<file path="src/rtl/led_matrix_ctrl_if.sv">
// Flat register bus between the Wishbone LED adapter (master) and the
// LED matrix controller (slave): byte address, write data, write strobe
// and registered read data.
interface led_matrix_ctrl_if;
  logic [31:0] led_addr_i;
  logic [31:0] led_wdata_i;
  logic        led_we_i;
  logic [31:0] led_rdata_o;

  modport master (
    output led_addr_i,
    output led_wdata_i,
    output led_we_i,
    input  led_rdata_o
  );

  modport slave (
    input  led_addr_i,
    input  led_wdata_i,
    input  led_we_i,
    output led_rdata_o
  );
endinterface

</file>
<file path="src/rtl/led_matrix_ctrl.sv">
// 8x8 LED matrix controller: 8-row framebuffer, CTRL/STATUS registers with
// registered read data, and a row-multiplexed scan (OFF/BLANK/SHOW) with
// inter-row blanking. Each row's pixels are latched at the start of its SHOW
// phase, so writes never tear a lit row.
// Optional feature macro: LED_MATRIX_PWM_EN adds CTRL.BRIGHT[15:8] and a
// per-row PWM gate on the column drive; without it BRIGHT reads 0.
module led_matrix_ctrl #(
  parameter int unsigned SCAN_DIV     = 1000,
  parameter int unsigned BLANK_CYCLES = 2
) (
  input  logic               clk_i,
  input  logic               rst_i,
  led_matrix_ctrl_if.slave   bus,
  output logic [7:0]         row_o,
  output logic [7:0]         col_o,
  output logic               frame_o
);

  localparam logic [15:0] SHOW_LAST  = 16'(SCAN_DIV - 1);
  localparam logic [15:0] BLANK_LAST = 16'(BLANK_CYCLES - 1);

  typedef enum logic [1:0] {S_OFF, S_BLANK, S_SHOW} state_t;

  logic [7:0]  r_fb [8];
  logic        r_en;
  logic [7:0]  w_bright;
  state_t      r_state, w_state_nxt;
  logic [15:0] r_cnt, w_cnt_nxt;
  logic [2:0]  r_idx, w_idx_nxt;
  logic [7:0]  r_fcnt, w_fcnt_nxt;
  logic [7:0]  r_latch, w_latch_nxt;
  logic        w_frame_nxt;
  logic        w_col_on;
  logic [7:0]  r_row, r_col;
  logic        r_frame;
  logic [31:0] r_rdata, w_rdata_nxt;
  logic [3:0]  w_widx;
  logic        w_unused;

  assign w_widx   = bus.led_addr_i[5:2];
  assign w_unused = &{1'b0, bus.led_addr_i[31:6], bus.led_addr_i[1:0],
                      bus.led_wdata_i[31:8]};

`ifdef LED_MATRIX_PWM_EN
  logic [7:0] r_bright;
  logic [7:0] r_pwm, w_pwm_nxt;

  assign w_bright = r_bright;

  // Brightness register lives next to EN in CTRL
  always_ff @(posedge clk_i) begin
    if (rst_i)
      r_bright <= '0;
    else if (bus.led_we_i && w_widx == 4'd8)
      r_bright <= bus.led_wdata_i[15:8];
  end

  // PWM phase restarts at every SHOW entry and free-runs (wrapping) through SHOW
  always_comb begin
    w_pwm_nxt = '0;
    if (w_state_nxt == S_SHOW && r_state == S_SHOW)
      w_pwm_nxt = r_pwm + 8'd1;
    w_col_on = (r_bright == 8'hFF) || (w_pwm_nxt < r_bright);
  end

  // PWM phase register
  always_ff @(posedge clk_i) begin
    if (rst_i) r_pwm <= '0;
    else       r_pwm <= w_pwm_nxt;
  end
`else
  assign w_bright = '0;
  assign w_col_on = 1'b1;
`endif

  // Register file writes: framebuffer rows and CTRL.EN; STATUS and holes ignore writes
  always_ff @(posedge clk_i) begin
    if (rst_i) begin
      for (int i = 0; i < 8; i++) r_fb[i] <= '0;
      r_en <= 1'b0;
    end else if (bus.led_we_i) begin
      if (!w_widx[3])
        r_fb[w_widx[2:0]] <= bus.led_wdata_i[7:0];
      else if (w_widx == 4'd8)
        r_en <= bus.led_wdata_i[0];
    end
  end

  // Read mux over pre-edge state, so a read colliding with a write returns old data
  always_comb begin
    w_rdata_nxt = '0;
    if (!w_widx[3])
      w_rdata_nxt = {24'h0, r_fb[w_widx[2:0]]};
    else if (w_widx == 4'd8)
      w_rdata_nxt = {16'h0, w_bright, 7'h0, r_en};
    else if (w_widx == 4'd9)
      w_rdata_nxt = {16'h0, r_fcnt, 5'h0, r_idx};
  end

  // Scan FSM next state: clearing EN wins from any state and restarts the scan
  always_comb begin
    w_state_nxt = r_state;
    w_cnt_nxt   = r_cnt;
    w_idx_nxt   = r_idx;
    w_fcnt_nxt  = r_fcnt;
    w_latch_nxt = r_latch;
    w_frame_nxt = 1'b0;
    if (!r_en) begin
      w_state_nxt = S_OFF;
      w_cnt_nxt   = '0;
      w_idx_nxt   = '0;
      w_fcnt_nxt  = '0;
    end else begin
      case (r_state)
        S_OFF: begin
          w_state_nxt = S_BLANK;
          w_cnt_nxt   = '0;
        end
        S_BLANK: begin
          if (r_cnt == BLANK_LAST) begin
            w_state_nxt = S_SHOW;
            w_cnt_nxt   = '0;
            w_latch_nxt = r_fb[r_idx];
          end else begin
            w_cnt_nxt = r_cnt + 16'd1;
          end
        end
        S_SHOW: begin
          if (r_cnt == SHOW_LAST) begin
            w_state_nxt = S_BLANK;
            w_cnt_nxt   = '0;
            w_idx_nxt   = r_idx + 3'd1;
            if (r_idx == 3'd7) begin
              w_frame_nxt = 1'b1;
              w_fcnt_nxt  = r_fcnt + 8'd1;
            end
          end else begin
            w_cnt_nxt = r_cnt + 16'd1;
          end
        end
        default: w_state_nxt = S_OFF;
      endcase
    end
  end

  // State, counters and registered pin/read outputs, all decoded from next state
  always_ff @(posedge clk_i) begin
    if (rst_i) begin
      r_state <= S_OFF;
      r_cnt   <= '0;
      r_idx   <= '0;
      r_fcnt  <= '0;
      r_latch <= '0;
      r_row   <= '0;
      r_col   <= '0;
      r_frame <= 1'b0;
      r_rdata <= '0;
    end else begin
      r_state <= w_state_nxt;
      r_cnt   <= w_cnt_nxt;
      r_idx   <= w_idx_nxt;
      r_fcnt  <= w_fcnt_nxt;
      r_latch <= w_latch_nxt;
      r_row   <= (w_state_nxt == S_SHOW) ? (8'd1 << w_idx_nxt) : 8'h00;
      r_col   <= (w_state_nxt == S_SHOW && w_col_on) ? w_latch_nxt : 8'h00;
      r_frame <= w_frame_nxt;
      r_rdata <= w_rdata_nxt;
    end
  end

  assign row_o           = r_row;
  assign col_o           = r_col;
  assign frame_o         = r_frame;
  assign bus.led_rdata_o = r_rdata;

endmodule

</file>
<file path="src/flat_wrapper.sv">
// flat-port wrapper written by rule: the top's interface ports become plain ports
module led_matrix_ctrl_flat 
#(
  parameter int unsigned SCAN_DIV     = 1000,
  parameter int unsigned BLANK_CYCLES = 2
)
  (clk_i, rst_i, row_o, col_o, frame_o, bus_led_addr_i, bus_led_wdata_i, bus_led_we_i, bus_led_rdata_o);
  led_matrix_ctrl_if bus_i ();
  input  logic clk_i;
  input  logic rst_i;
  output logic [7:0] row_o;
  output logic [7:0] col_o;
  output logic frame_o;
  input wire logic [$bits(bus_i.led_addr_i)-1:0] bus_led_addr_i;
  input wire logic [$bits(bus_i.led_wdata_i)-1:0] bus_led_wdata_i;
  input wire logic [$bits(bus_i.led_we_i)-1:0] bus_led_we_i;
  output wire logic [$bits(bus_i.led_rdata_o)-1:0] bus_led_rdata_o;
  assign bus_i.led_addr_i = bus_led_addr_i;
  assign bus_i.led_wdata_i = bus_led_wdata_i;
  assign bus_i.led_we_i = bus_led_we_i;
  assign bus_led_rdata_o = bus_i.led_rdata_o;
  led_matrix_ctrl #(.SCAN_DIV(SCAN_DIV), .BLANK_CYCLES(BLANK_CYCLES)) u_core (.clk_i(clk_i), .rst_i(rst_i), .bus(bus_i), .row_o(row_o), .col_o(col_o), .frame_o(frame_o));
endmodule
</file>
<file path="config.mk">
export PLATFORM = sky130hd
export DESIGN_NAME = led_matrix_ctrl_flat
export DESIGN_NICKNAME = d
export VERILOG_FILES = /design/src/rtl/led_matrix_ctrl_if.sv /design/src/rtl/led_matrix_ctrl.sv /design/src/flat_wrapper.sv
export SDC_FILE = /design/constraint.sdc
export NUM_CORES = 1
export LEC_CHECK = 0
export ABC_AREA = 1
export CORE_ASPECT_RATIO = 1.5
export CORE_MARGIN = 2
export CORE_UTILIZATION = 52
export DETAILED_ROUTE_END_ITERATION = 10
export GPL_TIMING_DRIVEN = 0
export PLACE_DENSITY = 0.79
export SYNTH_ARGS = -nofsm -noshare
export SYNTH_HDL_FRONTEND = slang
export SYNTH_SLANG_ARGS = --single-unit
export TNS_END_PERCENT = 1
</file>
<file path="constraint.sdc">
create_clock -name clk_i -period 1.9 [get_ports clk_i]
set_input_delay 0.285 -clock clk_i [delete_from_list [all_inputs] [get_ports clk_i]]
set_output_delay 0.285 -clock clk_i [all_outputs]
set_load 0.005 [all_outputs]
</file>
**Word-level counts from Yosys, hierarchy flattened**

Memory sizes are Yosys's and may differ from the RTL's. A register that Yosys moved wholly into a read port is not among the register bits.
Cells that the tools add are included.

- $add $sub $neg: 3
- $mul: 0
- Div/mod/pow operators: 0
- Order comparisons: 0
- Eq/ne operators: 8
- Shifts and indexed selects: 1
- Muxes and demuxes: 27
- Bitwise logic cells: 6
- Reduce and logical (&&, ||, !) cells: 10

Operator list:

| operator | number |
|---|---|
| $mux W8 | 6 |
| $pmux W16 S3 | 1 |
| $mux W16 | 2 |
| $mux W3 | 6 |
| $add A16 B1 Y16 const B | 1 |
| $eq A16 B1 Y1 const B | 1 |
| $eq A16 B10 Y1 const B | 1 |
| $add A8 B1 Y8 const B | 1 |
| $eq A4 B4 Y1 const B | 2 |
| $mux W1 | 8 |
| $reduce_or A4 Y1 | 2 |
| $reduce_or A8 Y1 | 1 |
| $shl A1 B3 Y8 const A | 1 |
| $mux W2 | 3 |
| $not A1 Y1 | 6 |
| $pmux W2 S3 | 1 |
| $reduce_and A3 Y1 | 2 |
| $eq A2 B2 Y1 const B | 2 |
| $reduce_or A2 Y1 | 2 |
| $add A3 B1 Y3 const B | 1 |
| $eq A3 B3 Y1 const B | 1 |
| $reduce_bool A3 Y1 | 1 |
| $reduce_or A3 Y1 | 1 |
| $eq A2 B1 Y1 const B | 1 |
| $logic_not A2 Y1 | 1 |

- Flip-flop bits (word level): 87
- Latch bits: 0
- Memory bits (writable): 64
- Memory bits (read-only): 0
- Input port bits: 67
- Output and inout port bits: 49
- Word-level logic and storage cells: 68
- Memories: 1

Memories:

| memory | words | bits a word | rd ports | clocked after Yosys merged registers in | wr ports | line | source |
|---|---|---|---|---|---|---|---|
| u_core.r_fb | 8 | 8 | 2 | 1 | 8 | led_matrix_ctrl.sv:24 | `logic [7:0] r_fb [8];` |

**Longest topological paths before layout**

Gate-level depths: netlist of the first run.

- Depth after elaboration: 7
- Depth in mapped cells: 13
- Mapped depth without buffers: 12

**Worst setup path after synthesis of the first run**

No wires, ideal clock.

- Path type: register -> register
- Start: register u_core.r_cnt[0]
- End: register u_core.r_cnt[4]
- Setup time: 0.118 ns
- Data arrival time: 1.450 ns
- Required time: 1.782 ns
- Setup slack: 0.332 ns
- Stages on the path, launching flop included: 14
- Buffers on the path: 1
- Period minus slack after synthesis: 1.568 ns
- Cell sequence: dfxtp_1 > ha_1 > nand2_2 > clkinv_1 > nand2_1 > nor2_2 > nand2_1 > nand2_1 > nand2_2 > nand2_1 > nand2_1 > nand2_1 > buf_4 > nor2_1

- Cells in the longest elaborated chain, start to end: 3
- Elaborated cells between the ends (all ways): 6
- Classes of those cells: 1 x add/sub; 2 x eq/ne; 3 x mux

RTL lines:

| item | line | source |
|---|---|---|
| from (decl) | led_matrix_ctrl.sv:28 | `logic [15:0] r_cnt, w_cnt_nxt;` |
| from (signal assigned) | led_matrix_ctrl.sv:160 | `r_cnt <= w_cnt_nxt;` |
| $add A16 B1 Y16 (tied with other cells) | led_matrix_ctrl.sv:125, led_matrix_ctrl.sv:138 |  |
| $mux W16, on equally long branches | led_matrix_ctrl.sv:129, led_matrix_ctrl.sv:120 |  |
| $pmux W16 S3 (*) | led_matrix_ctrl.sv:114 | `case (r_state)` |

Every way passes the cells marked *; elsewhere a longest branch is shown, timed or not.
A chain may end at the register's enable or synchronous reset.

==> run summary, run 1 <==
The core region is 12,100 um^2. In this run the cell area of the synthesized design comes to 6480 um^2. Leaving out fill and tap cells, the most frequent cells in the layout are sky130_fd_sc_hd__nor2_1, sky130_fd_sc_hd__nand2_1, sky130_fd_sc_hd__inv_1, sky130_fd_sc_hd__dfxtp_1, sky130_fd_sc_hd__o21ai_0. For this design, the sink count on the clock tree is 135. The clock tree synthesis step divided the H-tree into 4 levels.

The run gives 39.3% as the headroom to the max-slew limit. Proportion of register bits with asynchronous set or reset after synthesis: 0%. In this run the worst hold path is classified as in -> reg. The final hold violation count is 0.

The critical path starts at rst_i. After detailed placement, the total cell area comes to 7190 um^2. Setup slack on the critical path of the routed design comes to 34.1 ps. The run gives 0 ps as the setup TNS after final layout. The logs give 430 ps for the insertion delay to the later sink of the worst-skew pair and 17,100 um for the routed wire length.

At the pin with the least slew margin, the transition time is 911 ps. Averaged over all synthesized cells, the footprint is 8.15 um^2. The number of antenna diodes in the final layout is 0.

For this block, the initial DRC count from the detailed router was 394. The cell with the largest stage delay on the worst path was sky130_fd_sc_hd__clkbuf_1. The root buffer cell chosen for the clock tree is sky130_fd_sc_hd__clkbuf_16. Setup repair after global routing could not meet its margin everywhere. Global routing consumed, over all layers together, 27.1% of the routing resources.

The final non-filler cell area was 7860 um^2; the detail-routed via count per cell was 5.37. Number of warnings issued by yosys: 0. The number of antenna violations at the first check in global routing is 0. The number of synthesized flops with an enable pin was 64; the longest individual stage delay on the worst path was 690 ps. The clock passes through at most 2 buffers. The flow ran to the end, and the final reports show no timing, DRC or antenna violations. Walking the worst path, the cells encountered are clkdlybuf4s50_1 > inv_1 > clkbuf_1 > nand2_2. Max-slew violation count: 0.

The routed length on met3 is 971 um, and the gate count of the mapped netlist is 795. The startpoint identified for the worst hold timing path is bus_led_addr_i[2]. Most common library cell in the layout ignoring fill and taps: sky130_fd_sc_hd__nor2_1. Peak supply drop: 0.621 mV. TritonCTS built the clock tree. Static timing analysis puts the maximum clock frequency at 536 MHz. In the final routed layout, each cell accounts on average for 16.4 um. The clock slew seen by the registers of the worst setup and hold paths is 60 ps.

The final HPWL from detailed placement was 12,500 um; the global-route congestion overflow total was 0. The logs give 5 for the number of iterations in the first detailed-routing pass and 12.2 ps for the worst setup skew after layout. The number of gates resized after cts was 7; the fill cell total of the finished layout was 1,007. The run gives 0 as the number of setup violations in the final report. Pre-CTS worst setup slack: -704 ps. The worst hold path passes through 5 cells.

The wire length of the first global-routing pass is 27,100 um. In the routed design, unresolved DRC markers number 0. The final-stage net count was 952; the area overhead of the layout relative to synthesis was 21.4%.

The share of cells above drive strength 1 works out to 12.2%. The die height is 141 um, and the detailed-route wire length on metal 1 is 6060 um. The logs give 13,400 um^2 for the floorplan die area and 51.6% for the part of the Yosys area used for sequential elements. For this design the static power due to leakage is 3.13 nW. In this run the top signal layer used is met4.

Data on the critical path is required at its endpoint by 2000 ps. Routability-driven placement finished with a final weighted congestion of 1.03. The worst path needs 1870 ps of the cycle, external delays included.

For this run, the leading register cell type out of synthesis is sky130_fd_sc_hd__dfxtp_1. Worst endpoint data arrival time: 1970 ps. For this run, the share of the core covered by cells in the final layout is 65.1%. The horizontal die dimension was 95.1 um; the number of antenna-violating nets in the routed design was 0. The routed design uses 9130 um of met2 wire. The launch point of the worst reg-to-reg path was u_core.r_idx[1]. The logs give 464 ps for the worst hold margin and 17 for the pin count of the biggest net entering global routing. The final critical path takes up 98.2% of the cycle.

The number of hold buffers added after cts came out at 0. Capturing element type of the critical path: a register. Along the worst path, the maximum fanout reaches 10. In this run, CTS created clock tree buffers numbering 17. Counting flops and latches in the post-synthesis netlist gives 135.

Dividing total power by cell area gives a power density of 880 nW/um^2. The number of distinct standard cells referenced by the synthesized netlist was 44; the count of vias placed by the detailed router was 5,585. The critical path in this run is classified as in -> reg. The logs give 116 for the number of primary I/O pins and 53.6% for the initial core utilization. The tool flagged a number of max-cap violations equal to 0.

The number of setup buffers added after CTS came out at 0. Number of port buffers: 46. The worst setup path is launched from an input pin. For the cell row count, the log shows 49. The number of cells on the worst reg-to-reg path was 8; the number of global-route vias before repair was 5,358.
==> registers in the layout (all words and copies together) (netlist names) <==
register                count
u_core.r_fcnt               8
u_core.r_idx                3
u_core.row_o                8
u_core.r_latch              8
u_core.r_en                 1
u_core.bus.led_rdata_o     16
u_core.col_o                8
u_core.r_state              2
u_core.r_cnt               16
u_core.frame_o              1
u_core.r_fb                64
==> stage by stage <==
stage,power (mW),std cells
floorplan,3.42,810
global placement,3.57,1009
detailed placement,3.57,1009
CTS,6.91,1041
global route,7.09,1041
finish,6.92,1041
==> final timing paths <==
check                                                  to  slack (ps)
worst max-delay path                    u_core.r_fb[0][3]          30
worst max register to register          u_core.r_latch[6]          70
worst min register to register           u_core.r_fcnt[4]         490
worst min-delay path            u_core.bus.led_rdata_o[0]         460
==> worst max-delay path, delay by kind of cell <==
| family | cells | cell delay (ps) |
|---|---|---|
| buffers and inverters | 3 | 1340 |
| and+or+nand+nor | 1 | 330 |
==> routing by layer <==
metal,global-route usage (%),vias to the layer above
met4,18.2,0
met1,29.0,2552
met3,4.06,58
li1,-,2723
met2,47.9,252
met5,0,-
==> synthesized netlist by cell type, types with 10 or more instances <==
cell type | n | area [um^2]
sky130_fd_sc_hd__a21oi_1 | 39 | 195
sky130_fd_sc_hd__buf_4 | 17 | 128
sky130_fd_sc_hd__clkbuf_1 | 12 | 45.0
sky130_fd_sc_hd__dfxtp_1 | 71 | 1420
sky130_fd_sc_hd__edfxtp_1 | 64 | 1920
sky130_fd_sc_hd__ha_1 | 10 | 125
sky130_fd_sc_hd__inv_1 | 71 | 267
sky130_fd_sc_hd__nand2_1 | 133 | 499
sky130_fd_sc_hd__nand3_1 | 20 | 100
sky130_fd_sc_hd__nor2_1 | 180 | 676
sky130_fd_sc_hd__o211ai_1 | 11 | 82.6
sky130_fd_sc_hd__o21ai_0 | 68 | 340
sky130_fd_sc_hd__xor2_1 | 11 | 96.3
==> where the power goes <==
group	leakage [nW]	total [mW]	switching (mW)	internal [mW]
logic	1.64	0.353	0.232	0.120
clock network	0.302	3.38	1.25	2.13
registers	1.18	3.18	0.0466	3.14
total	3.13	6.92	1.53	5.39
==> logic make-up after synthesis <==
family / after synthesis / share of synthesized area (%)
xor+xnor: 13 / 1.76
compound gates: 141 / 11.8
buf+inv: 121 / 8.36
flops: 135 / 51.6
other cells: 1 / 0.0579
simple gates: 374 / 24.5
fa+ha+maj: 10 / 1.93
==> final cells by class <==
| class | count | area [um^2] | area share (%) |
|---|---|---|---|
| multi-input combinational | 554 | 2700 | 34.3 |
| inverter | 83 | 322 | 4.09 |
| tap | 153 | 191 | 2.43 |
| clock buffer | 23 | 500 | 6.37 |
| timing repair buffer | 46 | 460 | 5.86 |
| buffer | 38 | 231 | 2.94 |
| sequential | 135 | 3350 | 42.6 |
| clock inverter | 9 | 111 | 1.42 |
No activity file was read; power rests on OpenSTA's default activity.
==> run 2: changes to the inputs <==
Settings changed: CTS_CLUSTER_DIAMETER set to 40, CTS_CLUSTER_SIZE set to 28.
==> results of run 2 <==
Same layout as run 1: the final DEF is identical, and so are final timing and power.
